`src/rtl/core_fft_load_ctrl.sv`:
```
// Ping-pong sample loader for an in-place FFT engine: writes incoming samples into
// even/odd sub-buffers, then hands each full buffer to the engine. Option: CORE_FFT_LOAD_DROP_EN.
module core_fft_load_ctrl #(
  parameter int LOGPTS = 8,
  parameter int DWIDTH = 32
) (
  input  logic              clk,
  input  logic              rst,
  input  logic [DWIDTH-1:0] din,
  input  logic              din_valid,
  output logic              din_ready,
  input  logic              fft_done,
  output logic [DWIDTH-1:0] ldData,
  output logic [LOGPTS-2:0] wA_load,
  output logic              wEn_even,
  output logic              wEn_odd,
  output logic              ping,
  output logic              pong,
  output logic              load,
  output logic              fft_start,
  output logic              ovfl
);

  typedef enum logic {FILL, HOLD} state_t;

  state_t              state_q;
  logic [LOGPTS-1:0]   cnt_q;
  logic                fill_bank_q;
  logic                hand_q;
  logic                hand_bank_q;
  logic [DWIDTH-1:0]   ldata_q;
  logic [LOGPTS-2:0]   wa_q;
  logic                wen_even_q;
  logic                wen_odd_q;
  logic                ping_q;
  logic                pong_q;
  logic                start_q;
  logic                ovfl_q;

  logic ready_d;
  logic accept_d;
  logic drop_d;
  logic owned_d;
  logic done_d;
  logic eng_free_d;
  logic last_d;

  always_comb begin
    owned_d    = ping_q | pong_q;
    done_d     = fft_done & owned_d;
    // A handoff already in flight counts as busy even though ping/pong are still low.
    eng_free_d = ~(owned_d | hand_q) | done_d;
`ifdef CORE_FFT_LOAD_DROP_EN
    ready_d  = 1'b1;
    accept_d = din_valid & (state_q == FILL);
    drop_d   = din_valid & (state_q == HOLD);
`else
    ready_d  = (state_q == FILL);
    accept_d = din_valid & ready_d;
    drop_d   = 1'b0;
`endif
    last_d = accept_d & (cnt_q == {LOGPTS{1'b1}});
  end

  always_ff @(posedge clk) begin
    if (rst) begin
      state_q     <= FILL;
      cnt_q       <= '0;
      fill_bank_q <= 1'b0;
      hand_q      <= 1'b0;
      hand_bank_q <= 1'b0;
      ldata_q     <= '0;
      wa_q        <= '0;
      wen_even_q  <= 1'b0;
      wen_odd_q   <= 1'b0;
      ping_q      <= 1'b0;
      pong_q      <= 1'b0;
      start_q     <= 1'b0;
      ovfl_q      <= 1'b0;
    end else begin
      wen_even_q <= accept_d & ~cnt_q[0];
      wen_odd_q  <= accept_d & cnt_q[0];
      if (accept_d) begin
        ldata_q <= din;
        wa_q    <= cnt_q[LOGPTS-1:1];
        cnt_q   <= cnt_q + LOGPTS'(1);
      end
      if (drop_d) ovfl_q <= 1'b1;

      start_q <= hand_q;
      hand_q  <= 1'b0;
      if (done_d) begin
        ping_q <= 1'b0;
        pong_q <= 1'b0;
      end
      // hand_q is only raised while the engine owns nothing, so it never meets done_d.
      if (hand_q) begin
        ping_q <= ~hand_bank_q;
        pong_q <= hand_bank_q;
      end

      case (state_q)
        FILL: begin
          if (last_d) begin
            if (eng_free_d) begin
              hand_q      <= 1'b1;
              hand_bank_q <= fill_bank_q;
              fill_bank_q <= ~fill_bank_q;
            end else begin
              state_q <= HOLD;
            end
          end
        end
        HOLD: begin
          if (hand_q) begin
            state_q <= FILL;
          end else if (done_d) begin
            hand_q      <= 1'b1;
            hand_bank_q <= fill_bank_q;
            fill_bank_q <= ~fill_bank_q;
          end
        end
        default: state_q <= FILL;
      endcase
    end
  end

  assign din_ready = ready_d;
  assign ldData    = ldata_q;
  assign wA_load   = wa_q;
  assign wEn_even  = wen_even_q;
  assign wEn_odd   = wen_odd_q;
  assign ping      = ping_q;
  assign pong      = pong_q;
  assign fft_start = start_q;
  assign ovfl      = ovfl_q;
  // The final write of a frame lands in the first HOLD cycle, so load stays up for it.
  assign load      = (state_q == FILL) | wen_even_q | wen_odd_q;

endmodule
```
`config.mk`:
```
export PLATFORM = sky130hd
export DESIGN_NAME = core_fft_load_ctrl
export DESIGN_NICKNAME = d
export VERILOG_FILES = /design/src/rtl/core_fft_load_ctrl.sv
export SDC_FILE = /design/constraint.sdc
export NUM_CORES = 1
export LEC_CHECK = 0
export BUFFER_PORTS_ARGS = -buffer_cell sky130_fd_sc_hd__buf_2
export CAP_MARGIN = 5
export CORE_MARGIN = 2
export CORE_UTILIZATION = 53
export CTS_BUF_LIST = sky130_fd_sc_hd__clkbuf_8
export DETAILED_ROUTE_END_ITERATION = 6
export GPL_TIMING_DRIVEN = 0
export PLACE_DENSITY_LB_ADDON = 0.12
export SYNTH_ARGS = -nofsm -noshare
export SYNTH_HDL_FRONTEND = slang
export SYNTH_SLANG_ARGS = --single-unit
```
`constraint.sdc`:
```
create_clock -name clk -period 3.9 [get_ports clk]
set_input_delay 0.39 -clock clk [delete_from_list [all_inputs] [get_ports clk]]
set_output_delay 0.39 -clock clk [all_outputs]
set_load 0.02 [all_outputs]
```
Word level (Yosys, flattened, before mapping)
Index checks and enable logic that the tools add are counted.
- $add $sub $neg: 1
- multiply operators: 0
- div/mod/pow operators: 0
- $lt $le $gt $ge: 0
- equality and inequality tests: 5
- shift-type cells: 0
- muxes and demuxes: 22
- bitwise logic cells: 15
- reduce and logical (&&, ||, !) cells: 2
- operator list (cell ; number):
    $mux 1 ; 18
    $add 8x1->8 const B ; 1
    $eq 8x8->1 const B ; 1
    $pmux 1 s2 ; 4
    $ne 2x1->1 const B ; 3
    $and 1x1->1 ; 5
    $not 1->1 ; 5
    $or 1x1->1 ; 5
    $reduce_and 4->1 ; 1
    $ne 2x2->1 const B ; 1
    $reduce_bool 2->1 ; 1
- register bits: 56
- latch bits: 0
- RAM bits: 0
- bits in read-only memories: 0
- input port bits: 36
- word-level logic and storage cells: 57
- memories kept: 0

Longest topological paths before layout
Gate-level depths: netlist of run 1.
- word-level depth: 7
- mapped depth: 5
- depth with buffers taken out: 5

Worst setup path before layout of run 1
OpenSTA, ideal clock, no wires.
- path type: register to register
- start: register state_q
- end: register hand_bank_q
- library setup time: 0.121 ns
- data arrival time: 1.628 ns
- path slack: 2.151 ns
- cell stages (with the launch flop): 6
- path buffers: 1
- period minus slack after synthesis: 1.749 ns
- cells stage by stage: dfxtp_1 > nand2b_1 > buf_6 > or4_4 > o21a_1 > mux2_4
- word-level cells in the longest chain between the ends: 5
- RTL lines (element ; RTL line ; text):
    start: declaration ; 26 ; state_t state_q;
    start signal: assignment ; 67 ; state_q <= FILL;
    start signal: assignment ; 110 ; state_q <= HOLD;
    start signal: assignment ; 116 ; state_q <= FILL;
    $not 1->1 ; n/a ;
    $and 1x1->1 ; 59 ; accept_d = din_valid & ready_d;
    $and 1x1->1 ; 62 ; last_d = accept_d & (cnt_q == {LOGPTS{1'b1}});
    $ne 2x1->1 (no line) ; n/a ;
    $reduce_and 4->1 (no line) ; n/a ;
    end signal: assignment ; 107 ; hand_bank_q <= fill_bank_q;
    end signal: assignment ; 119 ; hand_bank_q <= fill_bank_q;
    end: declaration ; 30 ; logic hand_bank_q;
Several ways; a longest one is shown, not always the timed one.
A chain may end at the register's enable or synchronous reset.

Final worst setup path of run 1
- start: register cnt_q[0]
- end: register hand_bank_q
- word-level cells in the longest chain between the ends: 4
- RTL lines (element ; RTL line ; text):
    start: declaration ; 27 ; logic [LOGPTS-1:0] cnt_q;
    start signal: assignment ; 86 ; cnt_q <= cnt_q + LOGPTS'(1);
    $eq 8x8->1 ; 62 ;
    $and 1x1->1 ; 62 ;
    $ne 2x1->1 (no line) ; n/a ;
    $reduce_and 4->1 (no line) ; n/a ;
No other way between the ends.

==> results_dict.tcl, run 1 <==
set metrics [dict create \
    skew_ns 0.00371 \
    cts_made_buffers 5 \
    seqPwrFrac 0.582 \
    pin_count 83 \
    synth.avg_cell_area_um2 8.13 \
    worstPathRequired_ns 4.10 \
    fin_setup_tns_ns 0 \
    fp.dieH_um 66.5 \
    die-area_um2 4430 \
    routabilityCongestion 0.734 \
    drt-initial-drc-count 123 \
    regArea_um2 1120 \
    n_antenna_cell 0 \
    dpl.hpwl_um 3420 \
    multi_input_area_um2 868 \
    holdBufCountCts 0 \
    grt_pass1_vias 1754 \
    placed_area_um2 2540 \
    num_rows 22 \
    ctsResizeCount 0 \
    switchingPower_mw 0.263 \
    ant_nets 0 \
    vias 1932 \
    end_kind "register" \
    post_cts_buffers 0 \
    first_pass_iters 4 \
    finalNonFillerCells 392 \
    nets 380 \
    p_leak_nw 1.20 \
    clock_sinks 56 \
    yosysUniqueCellTypes 33 \
    fin_ws_ns 1.95 \
    post-route-min-period_ns 1.95 \
    swShare 0.253 \
    start_kind "register" \
    pre_cts_ws_ns 2.00 \
    p_clk_frac 0.301 \
    hold_class "in -> reg" \
    cts_max_level 2 \
    max_freq_mhz 513 \
    critical_path_class "reg -> reg" \
    power.total_mw 1.04 \
    critical_path_arrival_ns 2.15 \
    fp.coreArea_um2 3720 \
    synthTopCellsByArea "dfxtp_1, nand2_1, a21oi_1" \
    overflow 0 \
    grt_pass1_wl_um 7490 \
    grt_max_degree 16 \
    cts_buffer_depth 2 \
    p_int_mw 0.779 \
    rsz0062_at_grt "no" \
    vdd_drop_max_mv 0.290 \
    utilization 0.707 \
    synth-seq-cells 56 \
    cts_root_buf "clkbuf_8" \
    portBuffers 81 \
    netlist_instances 255 \
    setup_violations 0 \
    syn_nets 292 \
    power_density_nw_per_um2 397 \
    yosysWarningCount 0 \
    design_area_um2 2630 \
    min_period_over_period 0.500 \
    start_util 0.558 \
    pwr-share-comb 0.117 \
    hold_viol_final 0 \
    avgRoutedWirePerCell_um 11.9 \
    yosys.area.top_type "dfxtp_1" \
    routed_via_density 4.93 \
    syn_to_final_growth_pct 26.8 \
    path_clk_slew_ns 0.09 \
    drv_slew 0 \
    critPathMaxFanout 6 \
    cts_tree "yes" \
    cap_violations 0 \
    die_w_um 66.5 \
    drive_gt1_frac 0.267 \
    whs_ns 0.317 \
    status "finished clean" \
    synth_seq_area_share 0.541 \
    antenna_found_initial 0 \
    drc 0 \
    fill_cells 339 \
    netlist_area_um2 2070 \
    clk_latency_ns 0.30 \
    yosysTopAreaCellShare 0.541 \
    placed_cells 384 \
    grt_util_all_layers 0.220 \
    wl_um 4670 \
]
==> power by group through the flow <==
stage	clock network, mW	registers [mW]	logic, mW
6_report	0.313	0.606	0.122
5_1_grt	0.341	0.609	0.136
4_1_cts	0.317	0.606	0.124
3_5_place_dp	0	0.620	0.123
3_3_place_gp	0	0.618	0.120
2_1_floorplan	0	0.644	0.0474
==> sequential cells by signal, indices dropped and copies added, names as in the netlist <==
name and count:
fill_bank_q 1, ping 1, wEn_even 1, hand_bank_q 1, state_q 1, fft_start 1
wEn_odd 1, hand_q 1, ldData 32, wA_load 7, pong 1, cnt_q 8
==> critical path, cell delays in order, from the launching register on <==
cell and delay (ns):
dfxtp_1 0.47, ha_1 0.30, nand2_1 0.08, or4_4 0.45, o21a_1 0.24, mux2_4 0.30
==> layout by cell type, fill, tap and decap left out, types with 2 or more instances in the layout <==
cell and n:
nor3b_1 2, nor2_1 15, xnor2_1 3, nand2_1 86
buf_2 81, clkbuf_8 6, nand4_1 2, clkbuf_1 13
or3_1 3, nand3_1 2, buf_1 2, nor2b_1 4
xor2_1 4, a21oi_1 42, inv_1 4, dfxtp_1 56
==> cells in the mapped netlist <==
cell	number
a21o_1	1
a21oi_1	42
a31oi_1	1
buf_1	2
buf_4	1
buf_6	1
clkbuf_1	13
conb_1	1
dfxtp_1	56
ha_1	1
inv_1	2
mux2_4	1
nand2_1	86
nand2b_1	1
nand3_1	2
nand3b_1	1
nand4_1	2
nand4b_1	1
nor2_1	15
nor2b_1	4
nor3_1	1
nor3b_1	2
nor4_1	1
nor4bb_1	1
o21a_1	1
o21ai_0	1
o22a_1	1
o311ai_0	1
or2_2	1
or3_1	3
or4_4	1
xnor2_1	3
xor2_1	4
==> per-layer routing <==
metal / part of all wire / GRT usage
met5: 0 / 0
met4: 0.010 / 0.0536
met3: 0.064 / 0.0608
met2: 0.47 / 0.393
met1: 0.46 / 0.260
==> area by class of cell <==
class                      count  share of cell area
clock buffer                   6              0.0314
inverter                       2             0.00286
timing repair buffer          81               0.154
multi-input combinational    180               0.330
clock inverter                 2             0.00286
tap                           48              0.0229
sequential                    56               0.427
buffer                        17              0.0286
==> cell families (layout without fill, tap and decap cells) <==
kind of cell,Yosys count,after routing,synth area share
compound gates,48,48,0.123
buf+inv,19,108,0.0399
other cells,1,1,0.00181
simple gates,122,122,0.252
mux,1,1,0.00724
xor+xnor,7,7,0.0296
flops,56,56,0.541
fa+ha+maj,1,1,0.00604
==> path summary, 6_finish.rpt <==
| path | start | to | slack [ns] | cells after the start |
|---|---|---|---|---|
| hold reg to reg | ldData[11] | ldData[11] | 0.45 | 2 |
| setup / recovery | cnt_q[0] | hand_bank_q | 1.95 | 5 |
| hold / removal | din[11] | ldData[11] | 0.32 | 3 |
| setup reg to reg | cnt_q[0] | hand_bank_q | 1.95 | 5 |
No activity file was read; power rests on OpenSTA's default activity.
==> run 2, diff against run 1 <==
CORE_UTILIZATION = 45   (was 53)
clock period = 1.68 ns   (was 3.9 ns; I/O delays follow)
==> run 2 against run 1 <==
  * Clock-buffer cell count decreased by 1
  * First-iteration DRC count is 48% lower
  * Hold slack got worse by 0.23 ns
  * Sequential cell count unchanged
  * Utilization down 8.2 points
  * Sequential power rose by 130%
  * Via count shrank 0.93%
  * Maximum frequency is 18% higher
  * Largest power group unchanged
==> results_dict.tcl, run 2 (synthesized netlist as in run 1, its figures left out) <==
set metrics [dict create \
    slowest_delay_ns 0.54 \
    vdd_drop_max_mv 0.489 \
    critical_path_arrival_ns 1.85 \
    overflow 0 \
    fp.dieH_um 71.9 \
    die-area_um2 5160 \
    vias 1914 \
    hold_viol_final 0 \
    holdBufCountCts 0 \
    post-route-min-period_ns 1.65 \
    fin_setup_tns_ns 0 \
    fin_ws_ns 0.0320 \
    drive_gt1_frac 0.320 \
    worstPathRequired_ns 1.88 \
    grt_max_degree 17 \
    switchingPower_mw 0.632 \
    cp_top_family "simple AND/OR/NAND/NOR gates" \
    power_density_nw_per_um2 935 \
    cts_buffer_depth 2 \
    routed_via_density 4.76 \
    pre_cts_ws_ns -0.0865 \
    wl_um 4650 \
    grt_pass1_wl_um 7600 \
    n_antenna_cell 0 \
    dpl.hpwl_um 3220 \
    clk_latency_ns 0.31 \
    ff2ff_path_depth 4 \
    final_cell_mix "nand2_1, buf_2, dfxtp_1" \
    syn_to_final_growth_pct 32.2 \
    fill_cells 411 \
    ant_nets 0 \
    drc 0 \
    cts_made_buffers 5 \
    setup_violations 0 \
    power.total_mw 2.56 \
    num_rows 24 \
    grt_pass1_vias 1768 \
    antenna_found_initial 0 \
    cp-endpoint "hand_bank_q" \
    p_leak_nw 1.25 \
    p_clk_frac 0.335 \
    die_w_um 71.9 \
    hold_class "in -> reg" \
    crit_chain "nand2b_4 > or4_4 > o21a_1 > mux2_4" \
    skew_ns 0.00814 \
    finalNonFillerCells 402 \
    final_common_cell "nand2_1" \
    nets 386 \
    largest_reg_flops 32 \
    status "finished clean" \
    grt_util_all_layers 0.186 \
    critPathMaxFanout 3 \
    fp.coreArea_um2 4380 \
    pin_count 83 \
    p_int_mw 1.93 \
    drv_slew 0 \
    swShare 0.247 \
    max_freq_mhz 607 \
    worst-path-stages 4 \
    placed_cells 388 \
    rr_startpoint "state_q" \
    path_clk_slew_ns 0.10 \
    cpMaxStageDelayCell "or4_4" \
    cts_max_level 2 \
    crit_path_start "state_q" \
    path_buf_inv 0 \
    rsz0062_at_grt "yes" \
    portBuffers 81 \
    reg2reg_to "hand_bank_q" \
    rrSetupSlack_ns 0.03 \
    first_pass_iters 4 \
    end_kind "register" \
    pwr-share-comb 0.117 \
    min_period_over_period 0.981 \
    cap_violations 0 \
    critical_path_class "reg -> reg" \
    start_util 0.473 \
    cts_root_buf "clkbuf_8" \
    cts_tree "yes" \
    routabilityCongestion 0.727 \
    avgRoutedWirePerCell_um 11.6 \
    clock_sinks 56 \
    seqPwrFrac 0.547 \
    drt-initial-drc-count 64 \
    start_kind "register" \
]
## run 2: per-layer routing
metal,GRT usage,vias to the layer above,routed length (um)
met2,0.309,57,2190
met3,0.0605,4,293
li1,-,1014,-
met1,0.228,839,2120
met4,0.0629,0,48
met5,0,-,0
## run 2: cell type report
cell class | count | area (um2) | share of cell area
Buffer | 16 | 70.1 | 0.0256
Clock buffer | 5 | 68.8 | 0.0251
Clock inverter | 3 | 38.8 | 0.0142
Inverter | 2 | 7.51 | 0.00274
Multi-Input combinational cell | 180 | 893 | 0.326
Sequential cell | 56 | 1140 | 0.415
Tap cell | 52 | 65.1 | 0.0238
Timing Repair Buffer | 88 | 458 | 0.167
## run 2: worst min-delay path by stage
stage	to	slack, ns	startpoint	depth (start not counted)
after CTS	ldData[13]	0.08	din[13]	3
final	ldData[18]	0.08	din[18]	3
after floorplan	ldData[0]	0.30	din[0]	2
after detailed placement	ldData[13]	0.41	din[13]	3
after global placement	ldData[8]	0.41	din[8]	3
after global routing	ldData[17]	0.08	din[17]	3
## run 2: per-stage QoR
stage           util  area, um2  hold slack, ns
2_1_floorplan      -       2100           0.304
3_3_place_gp   0.586       2570           0.408
3_5_place_dp   0.586       2570           0.413
4_1_cts        0.620       2720          0.0764
5_1_grt        0.625       2740          0.0822
6_report       0.625       2740          0.0823
## run 2: power by group through the flow
stage | Clock [mW] | Sequential (mW) | Combinational (mW)
floorplan | 0 | 1.50 | 0.112
global route | 0.922 | 1.41 | 0.337
finish | 0.858 | 1.40 | 0.300
global placement | 0 | 1.44 | 0.285
CTS | 0.883 | 1.40 | 0.300
detailed placement | 0 | 1.44 | 0.289
## run 2: worst register-to-register path: cells and delay by family (launching register included)
kind | cells | cell delay [ns]
and+or+nand+nor | 2 | 0.68
DFF | 1 | 0.35
muxes | 1 | 0.30
AOI/OAI and AO/OA | 1 | 0.21
## run 2: what timing repair did
action | CTS | global route
gates resized for setup | 8 | 4
endpoints found under the setup margin | 1 | 16
buffers inserted | 5 | 2
pin swaps | 2 | 1
